[config.mk]
export PLATFORM = sky130hd
export DESIGN_NAME = gpr_dump
export DESIGN_NICKNAME = d
export VERILOG_FILES = /design/src/rtl/gpr_dump.sv
export SDC_FILE = /design/constraint.sdc
export NUM_CORES = 1
export LEC_CHECK = 0
export ABC_AREA = 1
export ABC_CLOCK_PERIOD_IN_PS = 1850
export BUFFER_PORTS_ARGS = -buffer_cell sky130_fd_sc_hd__clkbuf_2
export CORE_UTILIZATION = 30
export DETAILED_ROUTE_END_ITERATION = 8
export PLACE_DENSITY = 0.54
export SYNTH_ARGS = -nofsm -noshare
export SYNTH_HDL_FRONTEND = slang
export SYNTH_SLANG_ARGS = --single-unit
export TNS_END_PERCENT = 10
[constraint.sdc]
create_clock -name clock -period 1.85 [get_ports clock]
set_input_delay 0.2775 -clock clock [delete_from_list [all_inputs] [get_ports clock]]
set_output_delay 0.2775 -clock clock [all_outputs]
set_load 0.005 [all_outputs]
[src/rtl/gpr_dump.sv]
// gpr_dump: walks registers FIRST_REG..LAST_REG through the register file test read port
// and streams each 32-bit value MSB-first over a valid/ready byte interface.
// Optional trailing XOR checksum byte when GPR_DUMP_CSUM_EN is defined.
module gpr_dump #(
   parameter int FIRST_REG = 0,
   parameter int LAST_REG  = 31
) (
   input  logic        clock,
   input  logic        reset_n,
   input  logic        i_start,
   output logic        o_busy,
   output logic        o_done,
   output logic [4:0]  o_rf_addr,
   input  logic [31:0] i_rf_data,
   output logic        o_byte_valid,
   output logic [7:0]  o_byte,
   input  logic        i_byte_ready
);

   localparam logic [4:0] FIRST_ADDR = 5'(FIRST_REG);
   localparam logic [4:0] LAST_ADDR  = 5'(LAST_REG);

`ifdef GPR_DUMP_CSUM_EN
   typedef enum logic [2:0] {IDLE, LOAD, SEND, CSUM, DONE} state_t;
   logic [7:0] checksum;
`else
   typedef enum logic [2:0] {IDLE, LOAD, SEND, DONE} state_t;
`endif

   state_t      state;
   logic [31:0] shift;
   logic [1:0]  byte_cnt;
   logic        hs;

   // The outgoing byte is always the top of the shift register, so it is a flop output.
   assign o_byte = shift[31:24];
   assign hs     = o_byte_valid & i_byte_ready;

   always_ff @(posedge clock or negedge reset_n) begin
      if (!reset_n) begin
         state        <= IDLE;
         o_busy       <= 1'b0;
         o_done       <= 1'b0;
         o_rf_addr    <= FIRST_ADDR;
         o_byte_valid <= 1'b0;
         shift        <= '0;
         byte_cnt     <= '0;
`ifdef GPR_DUMP_CSUM_EN
         checksum     <= '0;
`endif
      end else begin
         o_done <= 1'b0;
         case (state)
            IDLE: begin
               if (i_start) begin
                  o_rf_addr <= FIRST_ADDR;
                  o_busy    <= 1'b1;
`ifdef GPR_DUMP_CSUM_EN
                  checksum  <= '0;
`endif
                  state     <= LOAD;
               end
            end

            LOAD: begin
               shift        <= i_rf_data;
               byte_cnt     <= '0;
               o_byte_valid <= 1'b1;
               state        <= SEND;
            end

            SEND: begin
               if (hs) begin
                  shift    <= {shift[23:0], 8'h00};
                  byte_cnt <= byte_cnt + 2'd1;
`ifdef GPR_DUMP_CSUM_EN
                  checksum <= checksum ^ o_byte;
`endif
                  if (byte_cnt == 2'd3) begin
                     if (o_rf_addr == LAST_ADDR) begin
`ifdef GPR_DUMP_CSUM_EN
                        // Checksum byte must include the byte accepted this cycle.
                        shift        <= {checksum ^ o_byte, 24'h000000};
                        state        <= CSUM;
`else
                        o_byte_valid <= 1'b0;
                        o_done       <= 1'b1;
                        state        <= DONE;
`endif
                     end else begin
                        o_rf_addr    <= o_rf_addr + 5'd1;
                        o_byte_valid <= 1'b0;
                        state        <= LOAD;
                     end
                  end
               end
            end

`ifdef GPR_DUMP_CSUM_EN
            CSUM: begin
               if (hs) begin
                  shift        <= '0;
                  o_byte_valid <= 1'b0;
                  o_done       <= 1'b1;
                  state        <= DONE;
               end
            end
`endif

            DONE: begin
               o_busy    <= 1'b0;
               o_rf_addr <= FIRST_ADDR;
               state     <= IDLE;
            end

            default: state <= IDLE;
         endcase
      end
   end

endmodule

==> results.md, run 1 <==
- RSZ-0062 raised after global routing: false
- # DRC: 0
- Final Wtd Congestion: 0.794
- Max-slew violation count: 0
- Clk_skew: 0.00519 ns
- Clock Pin Slew Worst Setup and Hold Paths: 0.08 ns
- CP Cell Sequence: ha_1 -> nand2_1 -> nor2_1 -> ha_1 -> inv_1 -> nand4_1 -> nand2_1 -> nand2_1 -> nand2_1 -> nand2_1
- Warning count from the yosys run: 0
- Fill count: 775
- Post-Route Setup TNS: 0 ns
- Diode count: 0
- Utilization after layout: 37.3%
- Port buffer count: 51
- Cts repair resizes: 0
- All-layer global routing usage: 13.4%
- Slew @ Worst Pin: 0.533 ns
- Starting Density: 31.1%
- CTS Root Cell: clkbuf_8
- H-tree depth: 2
- DR vias/cell: 4.17
- Die ar.: 0.00742 mm²
- Crit Path Max Fanout: 5
- Outcome: completed
- Min-delay worst type: primary input to flop
- Power Dens Cells: 1480 mW/mm²
- Largest net degree at the start of global routing: 52
- Fmax: 610 MHz
- Final Cycle Share: 88.6%
- Crit-path max cell delay: 0.43 ns
- 1st-pass router iterations: 4
- Mapped Nets: 310
- # Post-CTS Setup Buffers: 0
- Number of global-route vias before repair: 1647
- Critical path's slowest cell: dfrtp_1
- Peak VDD IR: 0.552 mV
- CTS tree: built
- Mapped cell area: 0.00212 mm²
- Initial antenna violation count: 0
- Area grow syn2layout: 19.9%
- Register area share after synthesis: 51.9%
- Tot Pwr: 3.76 mW
- Final hold vios: 0
- Buf/Inv on CP: 1
- Final setup violation count: 0
- Yosys cell types: 17
- Vias after detailed routing: 1724
- Leakage power figure: 1.36 nW
- CP Data Required Time: 2.04 ns
- Final instance area: 0.00255 mm²
- Layout Nets: 356
- Clock Path Buffers: 2
- Routed len/inst: 10.8 µm
- Number of clock sinks: 44
- Worst EP arrival: 1.83 ns
- First-pass GRT wire length: 7740 µm
- Wirelength, routed: 4470 µm
- Crit path top cell by count: nand2_1
- Number of primary I/O pins: 52
- Max-cap viol count: 0
- Clock Latency Late Sink: 0.29 ns
- Post-Syn Instances: 271
- Total congestion overflow: 0
- Kind of critical path: flop to flop
- Rel. slew slack: 64.5%
- Dpl hpwl: 3180 µm
- Die Y: 86.1 µm
- Top Family by Delay on Critical Path: simple AND/OR/NAND/NOR gates
- Iteration-0 DRC Markers: 83
- Crit end category: flop
- Critical Path Source Type: flop
- Syn avg cell area: 7.84 µm²
- Row count: 30
- Share of layout cells above drive strength 1: 21.1%
- CTS Buf Count: 5
- Min cycle time layout: 1.64 ns
- Core area: 0.00683 mm²
- Routed Antenna Nets: 0
- Hold WS: 0.190 ns
- Die span in x: 86.1 µm
- Post-DP Area: 0.00246 mm²
- FF+latch count, synth: 44
report_power, final:
group | switching, mW | leakage, nW | total (mW) | internal [mW]
combinational | 1.06 | 0.761 | 1.65 | 0.590
sequential | 0.162 | 0.554 | 1.52 | 1.36
clock | 0.321 | 0.0410 | 0.579 | 0.257
total | 1.55 | 1.36 | 3.76 | 2.21
path summary, 6_finish.rpt:
kind                              startpoint            to  slack (ns)  cells past startpoint
worst max-delay path            o_rf_addr[0]  o_rf_addr[4]        0.21                     10
worst min-delay path            i_rf_data[1]      shift[1]        0.19                      3
worst max register to register  o_rf_addr[0]  o_rf_addr[4]        0.21                     10
worst min register to register     shift[24]     shift[24]        0.48                      2
max in group asynchronous            reset_n     shift[22]        0.84                      3
min in group asynchronous            reset_n  o_rf_addr[1]        0.49                      2
routing by layer:
| layer | up-vias | part of all wire (%) | global-route usage [%] |
|---|---|---|---|
| li1 | 931 | - | - |
| met1 | 751 | 53 | 19.2 |
| met2 | 37 | 41 | 19.3 |
| met3 | 5 | 5.2 | 4.04 |
| met4 | 0 | 1.3 | 4.09 |
| met5 | - | 0 | 0 |
cells in the mapped netlist:
cell      count  area share, %
dfrtp_1      44             52
buf_4         9            3.2
inv_2         3           0.53
o22a_1        1           0.41
nor2_1       12            2.1
nor2_4        1           0.53
nand2_1      97             17
buf_2         7            1.6
o21ai_2       1           0.41
o31ai_1       1           0.35
nand4_1       3           0.88
nand3_1       7            1.6
o21ai_0      50             12
ha_1          3            1.8
inv_1        29            5.1
a21oi_1       1           0.24
clkbuf_1      2           0.35
layout make-up:
cell class              instances  area (µm²)  share of cell area, %
clock buffers                   6        72.6                   2.85
clock inverters                 1        5.00                  0.197
inverters                      32         120                   4.72
multi-input cells             177         800                   31.4
flip-flops and latches         44        1100                   43.2
well taps                      96         120                   4.72
repair buffers                 57         328                   12.9
cells by family (layout without fill, tap and decap cells):
family,Yosys count,after routing,share of synthesized area [%]
AOI/OAI and AO/OA,54,54,13.2
adders and majority gates,3,3,1.77
buffers and inverters,50,96,10.8
and+or+nand+nor,120,120,22.3
DFF,44,44,51.9
state kept, by name, summed over array words and instances (netlist names):
| signal | flops |
|---|---|
| byte_cnt | 2 |
| o_busy | 1 |
| o_byte_valid | 1 |
| o_done | 1 |
| o_rf_addr | 5 |
| shift | 32 |
| state | 2 |
worst register-to-register path, cell delays in order, from the launching register on:
cell and delay [ns]:
dfrtp_1 0.43, ha_1 0.23, nand2_1 0.09, nor2_1 0.05
ha_1 0.20, inv_1 0.06, nand4_1 0.09, nand2_1 0.12
nand2_1 0.14, nand2_1 0.09, nand2_1 0.06
cell usage in the layout (no fill, tap or decap):
cell type / count
a21oi_1: 1
buf_12: 2
buf_4: 3
clkbuf_1: 1
clkbuf_2: 51
clkbuf_8: 5
clkinv_2: 1
dfrtp_1: 44
dlygate4sd3_1: 1
ha_1: 3
inv_1: 29
inv_2: 3
nand2_1: 97
nand3_1: 7
nand4_1: 3
nor2_1: 12
nor2_4: 1
o21ai_0: 50
o21ai_4: 1
o22a_1: 1
o31ai_1: 1
repair_timing:
action | 4_1_cts | 5_1_grt
setup endpoints to repair | 0 | 0
hold buffers | 1 | 0
hold endpoints to repair | 18 | 0
stage by stage:
stage | worst slack (ns) | std cells
after floorplan | 0.365 | 271
after global placement | 0.296 | 405
after detailed placement | 0.231 | 405
after CTS | 0.204 | 413
after global routing | 0.0451 | 413
final | 0.210 | 413
(Power assumes the default switching activity.)
==> inputs of run 2 (changes only) <==
Settings changed: REMOVE_ABC_BUFFERS set to 1.
==> results.md, run 2 (synthesized netlist as in run 1, its figures left out) <==
- Outcome: completed
- Crit Path Max Fanout: 5
- Worst setup margin: 0.227 ns
- Routed Antenna Nets: 0
- Number of clock sinks: 44
- Final Wtd Congestion: 0.778
- Dpl hpwl: 3050 µm
- GR Util met1: 14.9%
- All-layer global routing usage: 13.2%
- First-pass GRT wire length: 7570 µm
- Post-DP Area: 0.00245 mm²
- Diode count: 0
- Clock Path Buffers: 2
- CTS tree: built
- Crit end category: flop
- NetSw: 1.55 mW
- Total congestion overflow: 0
- Number of primary I/O pins: 52
- Critical Path Source Type: flop
- Min-delay worst type: primary input to asynchronous set/reset pin
- P_int: 2.20 mW
- Gr busiest metal: met2
- Sw frac: 41.4%
- Area grow syn2layout: 19.0%
- Largest net degree at the start of global routing: 45
- Final Cycle Share: 87.7%
- GRT met2 Usage: 24.4%
- Max reg flops: 32
- CTS Root Cell: clkbuf_8
- Die span in x: 86.1 µm
- DR vias/cell: 4.20
- Max-slew violation count: 0
- # Post-CTS Setup Buffers: 0
- Fmax: 616 MHz
- # DRC: 0
- Clock power share: 15.3%
- Initial antenna violation count: 0
- Worst EP arrival: 1.81 ns
- Commonest non-fill, non-tap cells in the layout: nand2_1 (97), clkbuf_2 (51), o21ai_0 (50)
- Iteration-0 DRC Markers: 62
- RSZ-0062 raised after global routing: false
- Slew @ Worst Pin: 0.583 ns
- Share of layout cells above drive strength 1: 21.7%
- Peak VDD IR: 0.396 mV
- Rel. slew slack: 61.2%
- Largest regs: shift x32, o_rf_addr x5
- Port buffer count: 51
- Number of global-route vias before repair: 1720
- Utilization after layout: 37.0%
- Commonest non-fill, non-tap cell in the layout: nand2_1
- Pre-CTS setup slack: 0.248 ns
- 1st-pass router iterations: 4
- Leakage power figure: 1.35 nW
- H-tree depth: 2
- Final setup violation count: 0
- Kind of critical path: flop to flop
- Clock Pin Slew Worst Setup and Hold Paths: 0.08 ns
- Cts repair resizes: 0
- CTS Buf Count: 5
- Starting Density: 31.1%
- CP Data Required Time: 2.03 ns
- Routed len/inst: 10.9 µm
- Vias after detailed routing: 1737
- Largest reg by FF count: shift
- Min cycle time layout: 1.62 ns
- Final hold vios: 0
- Core area: 0.00683 mm²
- Layout Nets: 357
- Max-cap viol count: 0
- Clock Latency Late Sink: 0.29 ns
- Final instance area: 0.00253 mm²
- Power Dens Cells: 1480 mW/mm²
- Met3 Track Usage GR: 3.27%
- Clk_skew: 0.00310 ns
- Wirelength, routed: 4530 µm
- Comb pwr share: 43.8%
- Tot Pwr: 3.75 mW
- Die ar.: 0.00742 mm²
- Seq pwr share: 40.9%
- Post-Route Setup TNS: 0 ns
- Row count: 30
- Hold bufs inserted after CTS: 0
- Die Y: 86.1 µm
run 2: path summary, 6_finish.rpt:
kind	start	to	slack, ns	cells past startpoint
max	o_rf_addr[0]	o_rf_addr[4]	0.23	10
min in group clock	i_rf_data[4]	shift[4]	0.19	3
min	reset_n	o_rf_addr[4]	0.06	2
min reg2reg	shift[30]	shift[30]	0.47	2
max reg2reg	o_rf_addr[0]	o_rf_addr[4]	0.23	10
max in group asynchronous	reset_n	o_done	1.39	2
run 2: routing by layer:
layer  up-vias  wire length (µm)  share of wire, %
met1       774              2150                47
met4         0                50               1.1
met5         -                 0                 0
met3         4               131               2.9
met2        27              2200                49
li1        932                 -                 -
run 2: final cells by class:
type | instances | area [µm²]
Tap cell | 96 | 120
Fill cell | 752 | 4310
Multi-Input combinational cell | 177 | 800
Clock buffer | 6 | 72.6
Timing Repair Buffer | 58 | 308
Clock inverter | 1 | 5.00
Inverter | 32 | 120
Sequential cell | 44 | 1100
run 2: per-stage QoR:
| stage | cells | hold slack (ns) |
|---|---|---|
| finish | 414 | 0.0618 |
| global route | 414 | 0.119 |
| CTS | 414 | 0.0900 |
| detailed placement | 407 | 0.408 |
| global placement | 407 | 0.407 |
| floorplan | 253 | -0.0181 |
run 2: worst max-delay path, cell delays in order, from the launching register on:
cell and delay, ns:
dfrtp_1 0.44, ha_1 0.23, nand2_1 0.09, nor2_1 0.05, ha_1 0.19, inv_1 0.06
nand4_1 0.09, nand2_1 0.12, nand2_1 0.13, nand2_1 0.08, nand2_1 0.05
run 2: power groups by stage:
stage	sequential, mW	combinational (mW)	clock [mW]
after floorplan	1.53	1.06	0
after global placement	1.54	1.64	0
after detailed placement	1.55	1.66	0
after CTS	1.54	1.68	0.593
after global routing	1.58	1.94	0.626
final	1.54	1.64	0.573
